$ cat config.mk
export PLATFORM = sky130hd
export DESIGN_NAME = debugger_sequencer
export DESIGN_NICKNAME = d
export VERILOG_FILES = /design/src/rtl/debugger_pkg.sv /design/src/rtl/debugger_addr_decode.sv /design/src/rtl/debugger_sequencer.sv
export SDC_FILE = /design/constraint.sdc
export NUM_CORES = 1
export LEC_CHECK = 0
export ABC_AREA = 1
export CAP_MARGIN = 20
export CORE_MARGIN = 1.5
export CORE_UTILIZATION = 30
export CTS_CLUSTER_DIAMETER = 100
export DETAILED_ROUTE_END_ITERATION = 7
export PLACE_DENSITY = 0.64
export SETUP_SLACK_MARGIN = 0.02
export SLEW_MARGIN = 20
export SYNTH_ARGS = -nofsm -noshare
export SYNTH_HDL_FRONTEND = slang
export SYNTH_SLANG_ARGS = --single-unit
$ cat constraint.sdc
create_clock -name clk -period 2.1 [get_ports clk]
set_clock_uncertainty 0.2 [all_clocks]
set_input_delay 0.21 -clock clk [delete_from_list [all_inputs] [get_ports clk]]
set_output_delay 0.21 -clock clk [all_outputs]
set_load 0.1 [all_outputs]
$ cat src/rtl/debugger_pkg.sv
// Shared types and constants for the be8 debug sequencer.
package debugger_pkg;

  localparam int WAIT_CNT_W = 4;

  typedef enum logic [2:0] {
    IDLE,
    REG,
    MAR,
    MEM,
    DONE
  } state_e;

  typedef enum logic [1:0] {
    ACC_REG,
    ACC_MEM,
    ACC_STAT,
    ACC_ERR
  } acc_e;

  // Width of a register index; a single register still needs one bit.
  function automatic int idx_width(input int n);
    return (n > 1) ? $clog2(n) : 1;
  endfunction

endpackage

$ cat src/rtl/debugger_addr_decode.sv
// Classifies an APB address as a CPU register, RAM word, status word or error.
// Optional status word enabled by DEBUGGER_STATUS_REG_EN.
module debugger_addr_decode
  import debugger_pkg::*;
#(
  parameter int ADDR_W    = 5,
  parameter int NUM_REGS  = 8,
  parameter int MEM_DEPTH = 16,
  parameter int IDX_W     = idx_width(NUM_REGS)
) (
  input  logic [ADDR_W-1:0]   paddr,
  input  logic                pwrite,
  input  logic [NUM_REGS-1:0] rd_mask,
  input  logic [NUM_REGS-1:0] wr_mask,
  output acc_e                acc,
  output logic [IDX_W-1:0]    reg_idx,
  output logic [ADDR_W-1:0]   ram_off
);

  localparam logic [31:0] REG_END = 32'(NUM_REGS);
  localparam logic [31:0] MEM_END = 32'(NUM_REGS + MEM_DEPTH);

  logic [31:0] addr_ext;

  // Compare in a wide domain so odd parameter choices cannot wrap the window checks.
  always_comb begin
    addr_ext = 32'(paddr);
    reg_idx  = IDX_W'(paddr);
    ram_off  = paddr - ADDR_W'(NUM_REGS);
    acc      = ACC_ERR;
    if (addr_ext < REG_END) begin
      if (pwrite ? wr_mask[reg_idx] : rd_mask[reg_idx]) begin
        acc = ACC_REG;
      end
    end else if (addr_ext < MEM_END) begin
      acc = ACC_MEM;
    end
`ifdef DEBUGGER_STATUS_REG_EN
    else if ((addr_ext == MEM_END) && !pwrite) begin
      acc = ACC_STAT;
    end
`endif
  end

endmodule

$ cat src/rtl/debugger_sequencer.sv
// APB-slave debug sequencer: turns APB reads/writes into timed active-low
// strobes for the be8 CPU registers, MAR and RAM.
// Optional read-only status counters enabled by DEBUGGER_STATUS_REG_EN.
module debugger_sequencer
  import debugger_pkg::*;
#(
  parameter int                DATA_W      = 8,
  parameter int                ADDR_W      = 5,
  parameter int                NUM_REGS    = 8,
  parameter int                MEM_DEPTH   = 16,
  parameter int                MEM_WAIT    = 0,
  parameter logic [NUM_REGS-1:0] REG_RD_MASK = {NUM_REGS{1'b1}},
  parameter logic [NUM_REGS-1:0] REG_WR_MASK = {NUM_REGS{1'b1}}
) (
  input  logic                clk,
  input  logic                rst_n,
  input  logic                psel,
  input  logic                penable,
  input  logic                pwrite,
  input  logic [ADDR_W-1:0]   paddr,
  input  logic [DATA_W-1:0]   pwdata,
  output logic [DATA_W-1:0]   prdata,
  output logic                pready,
  output logic                pslverr,
  input  logic [DATA_W-1:0]   bus_in,
  output logic [DATA_W-1:0]   bus_out,
  output logic                dbg_out_n,
  output logic [NUM_REGS-1:0] reg_in_n,
  output logic [NUM_REGS-1:0] reg_out_n,
  output logic                mar_in_n,
  output logic                ram_in_n,
  output logic                ram_out_n
);

  localparam int IDX_W = idx_width(NUM_REGS);

  acc_e                dec_acc;
  logic [IDX_W-1:0]    dec_idx;
  logic [ADDR_W-1:0]   dec_off;
  logic [DATA_W-1:0]   status_word;

  state_e              state_q, state_d;
  logic                wr_q, wr_d;
  logic                err_q, err_d;
  logic [IDX_W-1:0]    idx_q, idx_d;
  logic [ADDR_W-1:0]   off_q, off_d;
  logic [DATA_W-1:0]   wdata_q, wdata_d;
  logic [WAIT_CNT_W-1:0] cnt_q, cnt_d;
  logic [DATA_W-1:0]   prdata_q, prdata_d;
  logic                pready_q, pready_d;
  logic                pslverr_q, pslverr_d;
  logic [DATA_W-1:0]   bus_out_q, bus_out_d;
  logic                dbg_out_n_q, dbg_out_n_d;
  logic [NUM_REGS-1:0] reg_in_n_q, reg_in_n_d;
  logic [NUM_REGS-1:0] reg_out_n_q, reg_out_n_d;
  logic                mar_in_n_q, mar_in_n_d;
  logic                ram_in_n_q, ram_in_n_d;
  logic                ram_out_n_q, ram_out_n_d;

  debugger_addr_decode #(
    .ADDR_W   (ADDR_W),
    .NUM_REGS (NUM_REGS),
    .MEM_DEPTH(MEM_DEPTH),
    .IDX_W    (IDX_W)
  ) u_decode (
    .paddr  (paddr),
    .pwrite (pwrite),
    .rd_mask(REG_RD_MASK),
    .wr_mask(REG_WR_MASK),
    .acc    (dec_acc),
    .reg_idx(dec_idx),
    .ram_off(dec_off)
  );

`ifdef DEBUGGER_STATUS_REG_EN
  localparam int HALF_W = DATA_W / 2;

  logic [HALF_W-1:0] xfer_cnt_q, xfer_cnt_d;
  logic [HALF_W-1:0] err_cnt_q, err_cnt_d;

  // Saturating counts of completed and erroring transfers, bumped on DONE entry.
  always_comb begin
    xfer_cnt_d = xfer_cnt_q;
    err_cnt_d  = err_cnt_q;
    if (state_d == DONE) begin
      if (xfer_cnt_q != '1) xfer_cnt_d = xfer_cnt_q + 1'b1;
      if (err_d && (err_cnt_q != '1)) err_cnt_d = err_cnt_q + 1'b1;
    end
  end

  // Counter registers, cleared by reset.
  always_ff @(posedge clk) begin
    if (!rst_n) begin
      xfer_cnt_q <= '0;
      err_cnt_q  <= '0;
    end else begin
      xfer_cnt_q <= xfer_cnt_d;
      err_cnt_q  <= err_cnt_d;
    end
  end

  assign status_word = DATA_W'({err_cnt_q, xfer_cnt_q});
`else
  assign status_word = '0;
`endif

  // Next state, latched request and strobes; strobes decode from the next state so they leave as flops.
  always_comb begin
    state_d  = state_q;
    wr_d     = wr_q;
    err_d    = err_q;
    idx_d    = idx_q;
    off_d    = off_q;
    wdata_d  = wdata_q;
    cnt_d    = cnt_q;
    prdata_d = prdata_q;

    unique case (state_q)
      IDLE: begin
        if (psel && !penable) begin
          wr_d    = pwrite;
          idx_d   = dec_idx;
          off_d   = dec_off;
          wdata_d = pwdata;
          err_d   = 1'b0;
          unique case (dec_acc)
            ACC_REG:  state_d = REG;
            ACC_MEM:  state_d = MAR;
            ACC_STAT: begin
              state_d  = DONE;
              prdata_d = status_word;
            end
            default: begin
              state_d = DONE;
              err_d   = 1'b1;
              if (!pwrite) prdata_d = '0;
            end
          endcase
        end
      end
      REG: begin
        if (!psel) begin
          state_d = IDLE;
        end else begin
          state_d = DONE;
          if (!wr_q) prdata_d = bus_in;
        end
      end
      MAR: begin
        if (!psel) begin
          state_d = IDLE;
        end else begin
          state_d = MEM;
          cnt_d   = WAIT_CNT_W'(MEM_WAIT);
        end
      end
      MEM: begin
        if (!psel) begin
          state_d = IDLE;
        end else if (cnt_q == '0) begin
          state_d = DONE;
          if (!wr_q) prdata_d = bus_in;
        end else begin
          cnt_d = cnt_q - 1'b1;
        end
      end
      DONE:    state_d = IDLE;
      default: state_d = IDLE;
    endcase

    pready_d    = 1'b0;
    pslverr_d   = 1'b0;
    bus_out_d   = '0;
    dbg_out_n_d = 1'b1;
    reg_in_n_d  = '1;
    reg_out_n_d = '1;
    mar_in_n_d  = 1'b1;
    ram_in_n_d  = 1'b1;
    ram_out_n_d = 1'b1;

    unique case (state_d)
      REG: begin
        if (wr_d) begin
          dbg_out_n_d       = 1'b0;
          bus_out_d         = wdata_d;
          reg_in_n_d[idx_d] = 1'b0;
        end else begin
          reg_out_n_d[idx_d] = 1'b0;
        end
      end
      MAR: begin
        dbg_out_n_d = 1'b0;
        bus_out_d   = DATA_W'(off_d);
        mar_in_n_d  = 1'b0;
      end
      MEM: begin
        if (wr_d) begin
          dbg_out_n_d = 1'b0;
          bus_out_d   = wdata_d;
          if (cnt_d == '0) ram_in_n_d = 1'b0;
        end else begin
          ram_out_n_d = 1'b0;
        end
      end
      DONE: begin
        pready_d  = 1'b1;
        pslverr_d = err_d;
      end
      default: ;
    endcase
  end

  // Single state register for the sequencer; reset drops any transfer in flight.
  always_ff @(posedge clk) begin
    if (!rst_n) begin
      state_q     <= IDLE;
      wr_q        <= 1'b0;
      err_q       <= 1'b0;
      idx_q       <= '0;
      off_q       <= '0;
      wdata_q     <= '0;
      cnt_q       <= '0;
      prdata_q    <= '0;
      pready_q    <= 1'b0;
      pslverr_q   <= 1'b0;
      bus_out_q   <= '0;
      dbg_out_n_q <= 1'b1;
      reg_in_n_q  <= '1;
      reg_out_n_q <= '1;
      mar_in_n_q  <= 1'b1;
      ram_in_n_q  <= 1'b1;
      ram_out_n_q <= 1'b1;
    end else begin
      state_q     <= state_d;
      wr_q        <= wr_d;
      err_q       <= err_d;
      idx_q       <= idx_d;
      off_q       <= off_d;
      wdata_q     <= wdata_d;
      cnt_q       <= cnt_d;
      prdata_q    <= prdata_d;
      pready_q    <= pready_d;
      pslverr_q   <= pslverr_d;
      bus_out_q   <= bus_out_d;
      dbg_out_n_q <= dbg_out_n_d;
      reg_in_n_q  <= reg_in_n_d;
      reg_out_n_q <= reg_out_n_d;
      mar_in_n_q  <= mar_in_n_d;
      ram_in_n_q  <= ram_in_n_d;
      ram_out_n_q <= ram_out_n_d;
    end
  end

  assign prdata    = prdata_q;
  assign pready    = pready_q;
  assign pslverr   = pslverr_q;
  assign bus_out   = bus_out_q;
  assign dbg_out_n = dbg_out_n_q;
  assign reg_in_n  = reg_in_n_q;
  assign reg_out_n = reg_out_n_q;
  assign mar_in_n  = mar_in_n_q;
  assign ram_in_n  = ram_in_n_q;
  assign ram_out_n = ram_out_n_q;

endmodule
==> out/metrics.csv <==
stage,metric,value,unit
timing,Slew HR,0.691,
global_routing,grt ovf,0,
worst_setup_path,"Data arrival, critical path",1940,ps
synthesis,adder-cell share of the synthesized area,0.0202,
global_routing,vias in the first global route,2036,
global_routing,first-pass GRT wire length,9250,um
synthesis,Syn Nets,348,
die,DIE HEIGHT,93.8,um
worst_setup_path,crit start category,flop,
routing,Initial DRC Count,72,
finish,Final nets,427,
synthesis,Synth Warn #,0,
clocking,H-tree depth,3,
die,die footprint,8800,sq um
power,peak supply drop,0.395,mV
timing,fin. max-slew vios,0,
timing,"Hold Vio Cnt, Final",0,
routing,via count,2227,
outcome,outcome,"finished, final reports clean",
place,gp weighted congestion,0.869,
place,HPWL Detailed,4230,um
global_routing,largest net degree at the start of global routing,14,
worst_setup_path,"Largest stage delay, worst path",380,ps
synthesis,asr flop ratio synth,0,
clocking,clock transition at the registers of the reported paths,70,ps
worst_setup_path,crit path max fanout,8,
timing,Worst Tran Pin Value,463,ps
synthesis,Post-synth EDFFs,0,
worst_setup_path,CP Cell Sequence,inv_1 -> ha_1 -> nand2_1 -> nor2_1 -> nor2_2 -> nand3_2 -> nor2_4 -> nand2_1,
synthesis,mux cell area share after synthesis,0,
synthesis,top-count cell post-synth,nand2_1,
worst_setup_path,crit-path most repeated cell,nand2_1,
worst_setup_path,critical path class,flop to flop,
timing,minimum clock period,1920,ps
synthesis,Syn Inst Count,318,
synthesis,main flop type after synthesis,dfxtp_1,
routing,drt drc,0,
timing,RSZ-0062 raised after global routing,false,
clocking,Num CTS Buffers,9,
global_routing,initial antenna violation count,0,
die,Initial Util,0.315,
global_routing,total global-route track usage,0.137,
synthesis,XOR/XNOR Fraction of Synth Area,0,
power,Pwr Total,2.50,mW
finish,layout cells sized above 1,0.244,
finish,Layout Utilization,0.429,
timing,setup ws final,185,ps
clocking,Sink Count,62,
synthesis,Synth Area in Simple Gates,0.347,
timing,period utilization,0.912,
worst_setup_path,CP endpoint kind,flop,
timing,final setup TNS,0,ps
synthesis,Compound-Gate Fraction of Synth Area,0.0647,
synthesis,Synth top cells by count,"nand2_1, dfxtp_1, nor2_1, inv_1, nand3_1",
routing,WL final,5670,um
clocking,Post-CTS Hold Fix Bufs,0,
routing,Post-DRT Antenna Nets,0,
routing,detailed-route vias per instance,4.42,
timing,Max Fclk,522,MHz
worst_setup_path,Crit-path slowest cell,dfxtp_1,
timing,final setup fails,0,
power,PD cells,741,nW/um^2
worst_setup_path,worst path bufs/invs,1,
synthesis,average size of a mapped cell,7.78,sq um
clocking,clk_lat worst skew,340,ps
place,Setup WS pre-CTS,-9.86,ps
hold_path,Hold Path Class,flop to flop,
routing,Routed wire per std cell,11.3,um
die,row cnt,32,
clocking,Max clock buf depth,2,
power,P_leak,1.51,nW
synthesis,Area contributors post-synth,"dfxtp_1, nand2_1, nor2_1, inv_1, nand3_1",
die,I/O pins,64,
routing,Pre-antenna DRT Iters,6,
finish,area delta synth->final,36.1,%
clocking,CTS-repair resized insts,0,
clocking,CTS tree,yes,
synthesis,Synth Register Bits,62,
worst_setup_path,"CP delay by family, top",simple AND/OR/NAND/NOR gates,
finish,final antenna diode count,0,
clocking,CTS Root Cell,clkbuf_8,
worst_setup_path,Worst Path Required,2120,ps
synthesis,main combinational cell family by area after synthesis,simple AND/OR/NAND/NOR gates,
synthesis,Post-Syn Area,2470,sq um
job,# Max-Cap Violations,0,
synthesis,post-synth top area share,0.502,
die,Core Area,7850,sq um
timing,Hold WS,270,ps
synthesis,leading area contributor after synthesis,dfxtp_1,
clocking,post-CTS setup buffers,0,
synthesis,sequential area share after synthesis,0.502,
place,IO Port Bufs,63,
die,Die Wd,93.8,um
synthesis,synth unique cells,31,
==> layer usage <==
metal	global-route usage	vias to the layer above	routed length (um)
met5	0	-	0
met4	0.0423	0	59
met3	0.0574	7	358
met2	0.220	60	2550
met1	0.165	998	2710
li1	-	1162	-
==> area by class of cell <==
type / instances / area, sq um
Fill cell: 819 / 4480
Sequential cell: 62 / 1240
Multi-Input combinational cell: 216 / 1070
Timing Repair Buffer: 76 / 633
Clock buffer: 11 / 141
Tap cell: 102 / 128
Inverter: 32 / 120
Clock inverter: 5 / 33.8
==> registers in the layout, summed over array words and instances (netlist names), 3 cells and up <==
name       cells
prdata         8
state_q        3
idx_q          3
reg_in_n       8
reg_out_n      8
bus_out        8
cnt_q          4
off_q          4
wdata_q        8
==> through the flow <==
step                instance area, sq um  cells
floorplan                           2470    318
global placement                    3190    488
detailed placement                  3190    488
CTS                                 3370    504
global route                        3370    504
finish                              3370    504
==> power by group <==
part	internal [mW]	total [mW]	leakage [nW]	switching, mW
clock network	0.460	0.921	0.0857	0.461
logic	0.124	0.349	0.918	0.224
registers	1.21	1.23	0.504	0.0153
total	1.79	2.50	1.51	0.701
==> final timing paths <==
path / start / to / slack [ps] / cells after the start
worst max-delay path: cnt_q[0] / reg_out_n[2] / 180 / 8
worst min-delay path: off_q[3] / off_q[3] / 270 / 2
worst max register to register: cnt_q[0] / reg_out_n[2] / 180 / 8
worst min register to register: off_q[3] / off_q[3] / 270 / 2
==> kinds of logic after synthesis <==
| logic type | Yosys count |
|---|---|
| flip-flops | 62 |
| AO/OA/AOI/OAI | 29 |
| buffers and inverters | 40 |
| adder cells (fa/ha/maj) | 4 |
| AND/OR/NAND/NOR | 183 |
==> tightest hold or removal path, cell delays in order, from the launching register on <==
cell and delay (ps):
dfxtp_1 300, nand2_1 70, a21oi_2 60
==> layout by cell type, fill, tap and decap left out, types with 3 or more instances in the layout <==
cell type	netlist	routed
a21oi_1	6	6
buf_4	1	51
clkbuf_8	0	10
clkdlybuf4s50_1	0	25
dfxtp_1	62	62
ha_1	4	4
inv_1	26	26
inv_2	6	6
nand2_1	71	71
nand2_2	5	5
nand3_1	13	13
nand3_2	4	4
nand4_1	8	8
nor2_1	60	60
nor2_2	3	3
nor2_4	4	4
nor3_1	6	6
o21ai_0	9	9
o21ai_1	9	9
or2_2	4	4
Note: power is estimated with default switching activity, not from simulation.
